## config.mk

```make
export PLATFORM = sky130hd
export DESIGN_NAME = bp_be_fe_queue_buffer
export DESIGN_NICKNAME = d
export VERILOG_FILES = /design/src/rtl/bp_be_fe_queue_buffer.sv
export SDC_FILE = /design/constraint.sdc
export NUM_CORES = 1
export LEC_CHECK = 0
export CORE_MARGIN = 2
export CORE_UTILIZATION = 53
export DETAILED_ROUTE_END_ITERATION = 10
export GPL_TIMING_DRIVEN = 0
export PLACE_DENSITY = 0.74
export SYNTH_ARGS = -nofsm -noshare
export SYNTH_HDL_FRONTEND = slang
export SYNTH_SLANG_ARGS = --single-unit
```

## constraint.sdc

```tcl
create_clock -name clk_i -period 15.2 [get_ports clk_i]
set_input_delay 3.04 -clock clk_i [delete_from_list [all_inputs] [get_ports clk_i]]
set_output_delay 3.04 -clock clk_i [all_outputs]
set_load 0.02 [all_outputs]
```

## src/rtl/bp_be_fe_queue_buffer.sv

```systemverilog
// ----------------------------------------------------------------------------
// bp_be_fe_queue_buffer
//
// Circular buffer between the FE fetch queue output and BE issue. It accepts
// fetch/exception messages from the FE, presents them in order to issue, and
// flushes them on a redirect or pipeline clear. Ready never depends on the
// incoming valid, because the FE derives its valid from our ready.
//
// Optional feature macro: BP_FE_QUEUE_ROLL_EN
//   Defined   : dequeued entries stay allocated until committed; roll_i
//               re-presents every issued but uncommitted entry.
//   Undefined : a dequeue frees its entry at once; commit_i/roll_i are unused.
//
// Parameters
//   els_p    number of entries (power of 2, >= 2)
//   width_p  message width
//
// Ports
//   clk_i             clock, rising edge
//   reset_n_i         asynchronous active-low reset
//   fe_queue_i        message from the FE
//   fe_queue_v_i      enqueue valid
//   fe_queue_ready_o  space available (not full)
//   fe_queue_o        head message (zero while empty)
//   fe_queue_v_o      head valid (not empty)
//   fe_queue_yumi_i   issue consumed the head
//   clr_i             flush all entries; overrides every other input
//   commit_i          retire the oldest issued entry (roll build only)
//   roll_i            re-present uncommitted entries (roll build only)
//   count_o           occupied (not yet freed) entries
// ----------------------------------------------------------------------------
module bp_be_fe_queue_buffer #(
    parameter int unsigned els_p   = 8,
    parameter int unsigned width_p = 128
) (
    input  logic                       clk_i,
    input  logic                       reset_n_i,
    input  logic [width_p-1:0]         fe_queue_i,
    input  logic                       fe_queue_v_i,
    output logic                       fe_queue_ready_o,
    output logic [width_p-1:0]         fe_queue_o,
    output logic                       fe_queue_v_o,
    input  logic                       fe_queue_yumi_i,
    input  logic                       clr_i,
    input  logic                       commit_i,
    input  logic                       roll_i,
    output logic [$clog2(els_p+1)-1:0] count_o
);

    localparam int unsigned IdxW = $clog2(els_p);
    localparam int unsigned PtrW = IdxW + 1;
    localparam int unsigned CntW = $clog2(els_p + 1);

    // Pointers carry one wrap bit above the index so full and empty differ.
    logic [PtrW-1:0]    r_wptr;
    logic [PtrW-1:0]    r_rptr;
    logic [PtrW-1:0]    w_wptr_n;
    logic [PtrW-1:0]    w_rptr_n;
    logic [PtrW-1:0]    w_fptr;
    logic [PtrW-1:0]    w_count;
    logic [IdxW-1:0]    w_widx;
    logic [IdxW-1:0]    w_ridx;
    logic               w_empty;
    logic               w_full;
    logic               w_enq;
    logic               w_deq;

    logic [width_p-1:0] r_mem [els_p];

    assign w_widx = r_wptr[IdxW-1:0];
    assign w_ridx = r_rptr[IdxW-1:0];

`ifdef BP_FE_QUEUE_ROLL_EN
    logic [PtrW-1:0] r_cptr;
    logic [PtrW-1:0] w_cptr_n;
    logic            w_commit;

    // Entries are only freed once committed, so fullness is measured from cptr.
    assign w_fptr   = r_cptr;
    assign w_commit = commit_i & (r_cptr != r_rptr);
`else
    logic w_unused_roll;

    assign w_fptr        = r_rptr;
    assign w_unused_roll = commit_i ^ roll_i;
`endif

    assign w_empty = (r_rptr == r_wptr);
    assign w_full  = (w_fptr[IdxW-1:0] == r_wptr[IdxW-1:0]) && (w_fptr[IdxW] != r_wptr[IdxW]);

    assign fe_queue_ready_o = ~w_full;
    assign fe_queue_v_o     = ~w_empty;
    assign fe_queue_o       = w_empty ? '0 : r_mem[w_ridx];

    assign w_enq = fe_queue_v_i & ~w_full & ~clr_i;
    assign w_deq = fe_queue_yumi_i & ~w_empty;

    // Power-of-two depth: a plain increment wraps the index and toggles the MSB.
    always_comb begin
        w_wptr_n = r_wptr;
        w_rptr_n = r_rptr;
`ifdef BP_FE_QUEUE_ROLL_EN
        w_cptr_n = r_cptr;
`endif
        if (clr_i) begin
            w_wptr_n = '0;
            w_rptr_n = '0;
`ifdef BP_FE_QUEUE_ROLL_EN
            w_cptr_n = '0;
`endif
        end else begin
            if (w_enq) begin
                w_wptr_n = r_wptr + PtrW'(1);
            end
`ifdef BP_FE_QUEUE_ROLL_EN
            if (w_commit) begin
                w_cptr_n = r_cptr + PtrW'(1);
            end
            // Roll uses the post-commit cptr and takes priority over yumi.
            if (roll_i) begin
                w_rptr_n = w_cptr_n;
            end else if (w_deq) begin
                w_rptr_n = r_rptr + PtrW'(1);
            end
`else
            if (w_deq) begin
                w_rptr_n = r_rptr + PtrW'(1);
            end
`endif
        end
    end

    always_ff @(posedge clk_i or negedge reset_n_i) begin
        if (!reset_n_i) begin
            r_wptr <= '0;
            r_rptr <= '0;
        end else begin
            r_wptr <= w_wptr_n;
            r_rptr <= w_rptr_n;
        end
    end

`ifdef BP_FE_QUEUE_ROLL_EN
    always_ff @(posedge clk_i or negedge reset_n_i) begin
        if (!reset_n_i) begin
            r_cptr <= '0;
        end else begin
            r_cptr <= w_cptr_n;
        end
    end
`endif

    // Storage is not reset; stale contents are hidden by the pointers.
    always_ff @(posedge clk_i) begin
        if (w_enq) begin
            r_mem[w_widx] <= fe_queue_i;
        end
    end

    // Modulo 2*els_p difference; equals els_p exactly when full.
    assign w_count = r_wptr - w_fptr;
    assign count_o = CntW'(w_count);

    a_no_yumi_when_empty : assert property (@(posedge clk_i) disable iff (!reset_n_i)
        !(fe_queue_yumi_i && w_empty && !clr_i));

`ifdef BP_FE_QUEUE_ROLL_EN
    a_no_commit_past_issue : assert property (@(posedge clk_i) disable iff (!reset_n_i)
        !(commit_i && (r_cptr == r_rptr) && !clr_i));
`endif

endmodule

```

* Yosys cells after proc, flatten, opt, wreduce, memory -nomap -nowiden
Memory sizes are Yosys's and may differ from the RTL's.
Index checks and enable logic that the tools add are counted.
W data, S select, Z words.
** Storage, ports and cells
- Register bits after elaboration :: 8
- Output and inout bits :: 134
- Memories :: 1
- Bits in writable memories :: 1024
- Logic and storage cells :: 25
- Bits of input ports :: 135
** Memories
- r_mem :: words 8, bits a word 128, read ports 1, clocked after memory_dff 0, wr ports 1, line 68 : logic [width_p-1:0] r_mem [els_p];
** Cells by class
- Muxes and demuxes :: 7
- Reduce and logical (&&, ||, !) cells :: 3
- Add/sub/neg operators :: 3
- Bitwise gates (word level) :: 6
- Eq/ne operators :: 3
** Operator list (count)
- $mux W128 :: 1
- $mux W4 :: 4
- $add A4 B1 Y4 const B :: 2
- $eq A4 B4 Y1 :: 1
- $reduce_bool A2 Y1 :: 2
- $sub A4 B4 Y4 :: 1
- $and A1 B1 Y1 :: 3
- $eq A3 B3 Y1 :: 1
- $not A1 Y1 :: 3
- $mux W1 :: 2
- $logic_and A1 B1 Y1 :: 1
- $ne A1 B1 Y1 :: 1

* Logic depth before layout (Yosys ltp)
- Depth in word-level cells :: 7
- Gate-level depth with buffers :: 11
- Depth with buffers taken out :: 6

* Least setup slack after synthesis
OpenSTA, ideal clock, no wires.
- Path type :: input-to-reg
- From :: input clr_i
- To :: memory r_mem[1][0] (enable)
- Path buffers :: 1
- Stages :: 3
- Required time :: 14.227 ns
- Setup time :: 0.973 ns
- Arrival :: 16.465 ns
- Slack :: -2.238 ns
- Path through :: clkbuf_1 -> nor2_1 -> nor4b_1
** On the way
- Longest elaborated chain between the ends :: 4
** Ends and longest elaborated chain
- start: declaration :: line 44 : input logic clr_i,
- $not A1 Y1 :: line 95 : assign w_enq = fe_queue_v_i & ~w_full & ~clr_i;
- $and A1 B1 Y1 :: line 95
- $mux W1 :: line 155 : if (w_enq) begin
- $mux W1 (implied by the code) :: line 156 : r_mem[w_widx] <= fe_queue_i;
- end: declaration :: line 68
No other way between the ends.

* Worst setup path in the final report
- From :: register r_rptr[1]
- To :: output fe_queue_o[37]
** On the way
- Longest elaborated chain between the ends :: 2
- Elaborated cells between the ends (all ways) :: 3
- Classes of those cells :: eq/ne (1); mux (1); memory (1)
** Ends and longest elaborated chain
- start: declaration :: line 56 : logic [PtrW-1:0] r_rptr;
- start signal: assignment :: line 139 : r_rptr <= w_rptr_n;
- $mem_v2 Z8 W128 or $eq A4 B4 Y1 (tied branches)
- $mux W128 (*) :: line 93 : assign fe_queue_o = w_empty ? '0 : r_mem[w_ridx];
- end: declaration :: line 41 : output logic [width_p-1:0] fe_queue_o,
Mark *: on every way between the ends. The rest lies on a longest branch, timed or not.

==> reports/metrics.csv <==
stage,metric,value,unit
synthesis,part of the Yosys area used for sequential elements,79.2,%
sta,Final Hold Violating Endpoints,0,
setup_path,highest-delay cell along the critical path,clkdlybuf4s50_1,
detailed_routing,post-detailed-routing wire length,87.2,mm
die,DIE AREA,75900,um2
sta,Max Clock Skew,0.0196,ns
synthesis,Yosys reg bits,1032,
sta,achievable frequency,134,MHz
grt,largest net degree at the start of global routing,15,
setup_path,Worst Path Max Fanout,10,
sta,shortest clock period the worst path allows after layout,7.45,ns
status,run status,"finished, final reports clean",
grt,overall track demand over capacity in global routing,23.2,%
pwr,largest vdd supply drop,0.0000881,V
synthesis,number of distinct library cells after synthesis,35,
detailed_routing,post-detailed-route via-to-cell ratio,5.97,
die,placeable core region,73000,um2
cts,CTS Hold Bufs,0,
setup_path,crit path DAT,4.41,ns
synthesis,syn nets,1709,
cts,maximum clock path buffer count,3,
grt,number of global-route vias before repair,19600,
sta,max-slew violation count,0,
cts,clock root buffer,clkbuf_16,
grt,antenna violations before repair,13,
grt,global routing usage on met1,31.0,%
cells_and_area,fraction of layout cells with a size suffix above 1,27.6,%
cts,TritonCTS clock tree,built,
grt,global route hottest layer,met2,
pwr,static leakage,15.3,nW
cts,post-CTS setup buffers,0,
place,port bufs,266,
grt,first-pass GRT wire length,127,mm
detailed_routing,total number of vias,18700,
sta,RSZ-0062 raised after global routing,no,
setup_path,Startpoint Class,flop,
sta,Rel. slew slack,24.0,%
detailed_routing,number of nets with antenna violations after detailed routing,0,
setup_path,element type at the critical path end,primary output,
die,initial core utilization,53.6,%
cts,deepest level of the CTS H-tree,3,
cts,Clock Sinks,1032,
synthesis,post-synthesis area per instance,24.9,um2
cells_and_area,Area Overhead vs Synth,22.1,%
cells_and_area,final core utilization,65.4,%
detailed_routing,post-DR wirelength/cell,27.9,um
job,reported max-cap violation count,0,
synthesis,synthesized instance count,1568,
setup_path,Most Frequent Cell on Critical Path,buf_2,
cells_and_area,layout filler cell count,4552,
place,final estimated routing congestion in global placement,0.757,
setup_path,class of the most critical setup path,flop to primary output,
sta,total setup violations reported at the end of the flow,0,
die,number of top-level pins,269,
die,Die Span Y,276,um
synthesis,largest area contributor in the synthesized netlist,edfxtp_1,
grt,Global Route met2 Usage,39.1,%
synthesis,Post-Syn Area,39100,um2
cts,"Clk pin slew, worst setup/hold paths",0.06,ns
cts,number of buffers created by CTS,101,
sta,fraction of the cycle the final worst path needs,49.0,%
setup_path,cell chain of the critical path,buf_2 > buf_2 > buf_2 > inv_1 > ha_1 > and3_1 > buf_2 > a21oi_4 > buf_4 > buf_4 > a22o_1 > clkdlybuf4s50_1,
cts,clock latency at the later pin of the worst-skew pair,0.65,ns
sta,actual slew at the worst max-slew pin,1.14,ns
worst_hold_path,type of the tightest min-delay check,flop to flop,
grt,met3 Track Usage GR,4.90,%
cells_and_area,net count of the finished layout,2224,
cells_and_area,register cell area after layout,30900,um2
setup_path,category of cells accounting for the largest share of critical-path delay,buffers and inverters,
cells_and_area,combined area of the multi-input logic cells,7440,um2
sta,total negative setup slack,0,ns
synthesis,YS warnings,0,
setup_path,CP required,12.16,ns
grt,remaining global-route overflow,0,
die,number of core rows,99,
synthesis,fraction of synthesized cell area taken by the top area cell type,78.7,%
detailed_routing,total iterations of the first detailed-routing run,5,
synthesis,dominant cells by area after synthesis,"edfxtp_1 79%, mux4_2 14%, a22o_1 2.9%",
detailed_routing,DRC violations left,0,
setup_path,Buf/Inv on CP,8,
detailed_routing,DR iter-0 viols,1882,
cts,post-cts resize count,0,
die,Horiz. Die Dim,276,um
cells_and_area,Non-Filler Instances,3127,
pwr,power per unit of standard cell area,144,nW/um2
place,number of placed instances with taps included,2939,
setup_path,Critical Path Max Stage Delay,0.71,ns
place,detailed placement HPWL,58.3,mm
cell usage after synthesis:
cell type,count
mux4_1,19
xor2_1,2
clkbuf_1,24
nand4_1,2
nor4_1,4
nor4b_1,1
a21oi_4,1
and3_1,1
a22o_1,128
clkbuf_4,2
edfxtp_1,1024
fa_1,1
xnor2_4,1
inv_1,8
a21oi_1,5
o21ai_1,1
nand2_1,6
buf_6,6
a21o_1,1
nand3_1,3
ha_1,5
nand2b_1,1
a21oi_2,1
xnor2_1,7
nor3_1,3
clkbuf_8,2
buf_1,1
buf_12,11
dfrtp_1,8
mux4_2,237
buf_2,9
o211ai_1,2
nor2_1,7
o21ai_4,1
buf_4,33
layer usage:
metal  routed length (um)  part of all wire [%]  up-vias
li1                     -                     -     7903
met1                34200                    39     9919
met2                44900                    51      690
met3                 6080                   7.0      139
met4                 1900                   2.2       22
met5                  151                  0.17        -
through the flow:
step	hold WS, ns	worst slack, ns	power [mW]	instance area, um2
2_1_floorplan	0.607	-1.01	4.04	39100
3_3_place_gp	0.662	-14.67	4.56	42900
3_5_place_dp	0.692	8.40	4.57	44500
4_1_cts	0.704	7.67	6.95	47700
5_1_grt	0.746	7.54	7.11	47700
6_report	0.715	7.75	6.89	47700
layout by cell type, fill, tap and decap left out, types with 7 or more instances in the layout:
cell / Yosys / final
a22o_1: 128 / 128
buf_8: 0 / 24
buf_6: 6 / 68
clkinv_2: 0 / 20
mux4_2: 237 / 237
buf_12: 11 / 11
dfrtp_1: 8 / 8
clkbuf_16: 0 / 104
edfxtp_1: 1024 / 1024
buf_2: 9 / 9
nor2_1: 7 / 7
bufinv_16: 0 / 7
mux4_1: 19 / 19
inv_1: 8 / 8
clkinv_1: 0 / 19
clkbuf_1: 24 / 50
buf_4: 33 / 92
clkdlybuf4s50_1: 0 / 266
xnor2_1: 7 / 7
registers in the layout, summed over array words and instances, names as in the netlist:
signal / flops
r_wptr: 4
r_mem: 1024
r_rptr: 4
final timing paths:
| check | end | depth (start not counted) | slack (ns) | startpoint |
|---|---|---|---|---|
| setup reg to reg | r_mem[6][63] | 13 | 10.79 | r_rptr[1] |
| setup / recovery | fe_queue_o[37] | 12 | 7.75 | r_rptr[1] |
| hold / removal | r_rptr[3] | 2 | 0.72 | r_rptr[3] |
| max in group asynchronous | r_rptr[1] | 1 | 12.23 | reset_n_i |
| hold reg to reg | r_rptr[3] | 2 | 0.72 | r_rptr[3] |
| min in group asynchronous | r_rptr[3] | 1 | 2.69 | reset_n_i |
report_power, final:
group,switching (mW),internal (mW),leakage [nW]
clock,1.02,1.37,1.56
sequential,0.0105,3.17,9.36
combinational,0.668,0.645,4.41
total,1.70,5.19,15.3
worst min-delay path: stages, from the launching register on:
cell and delay, ns:
dfrtp_1 0.48, xnor2_1 0.16, nor2_1 0.04
cell type report:
class	count	area share (%)
Antenna cell	3	0.0157
Tap cell	959	2.51
Clock buffer	130	5.66
Timing Repair Buffer	412	8.78
Clock inverter	55	1.01
Inverter	8	0.0629
Multi-Input combinational cell	440	15.6
Buffer	88	1.50
Sequential cell	1032	64.9
kinds of logic after synthesis:
family                     count (synthesis)  share of synthesized area, %
DFF                                     1032                          79.2
muxes                                    256                          14.9
AOI/OAI and AO/OA                        140                          3.11
buffers and inverters                     96                          1.91
and+or+nand+nor                           28                         0.352
xor gates and xnor gates                  10                         0.272
adders and majority gates                  6                         0.211
(Power assumes the default switching activity.)
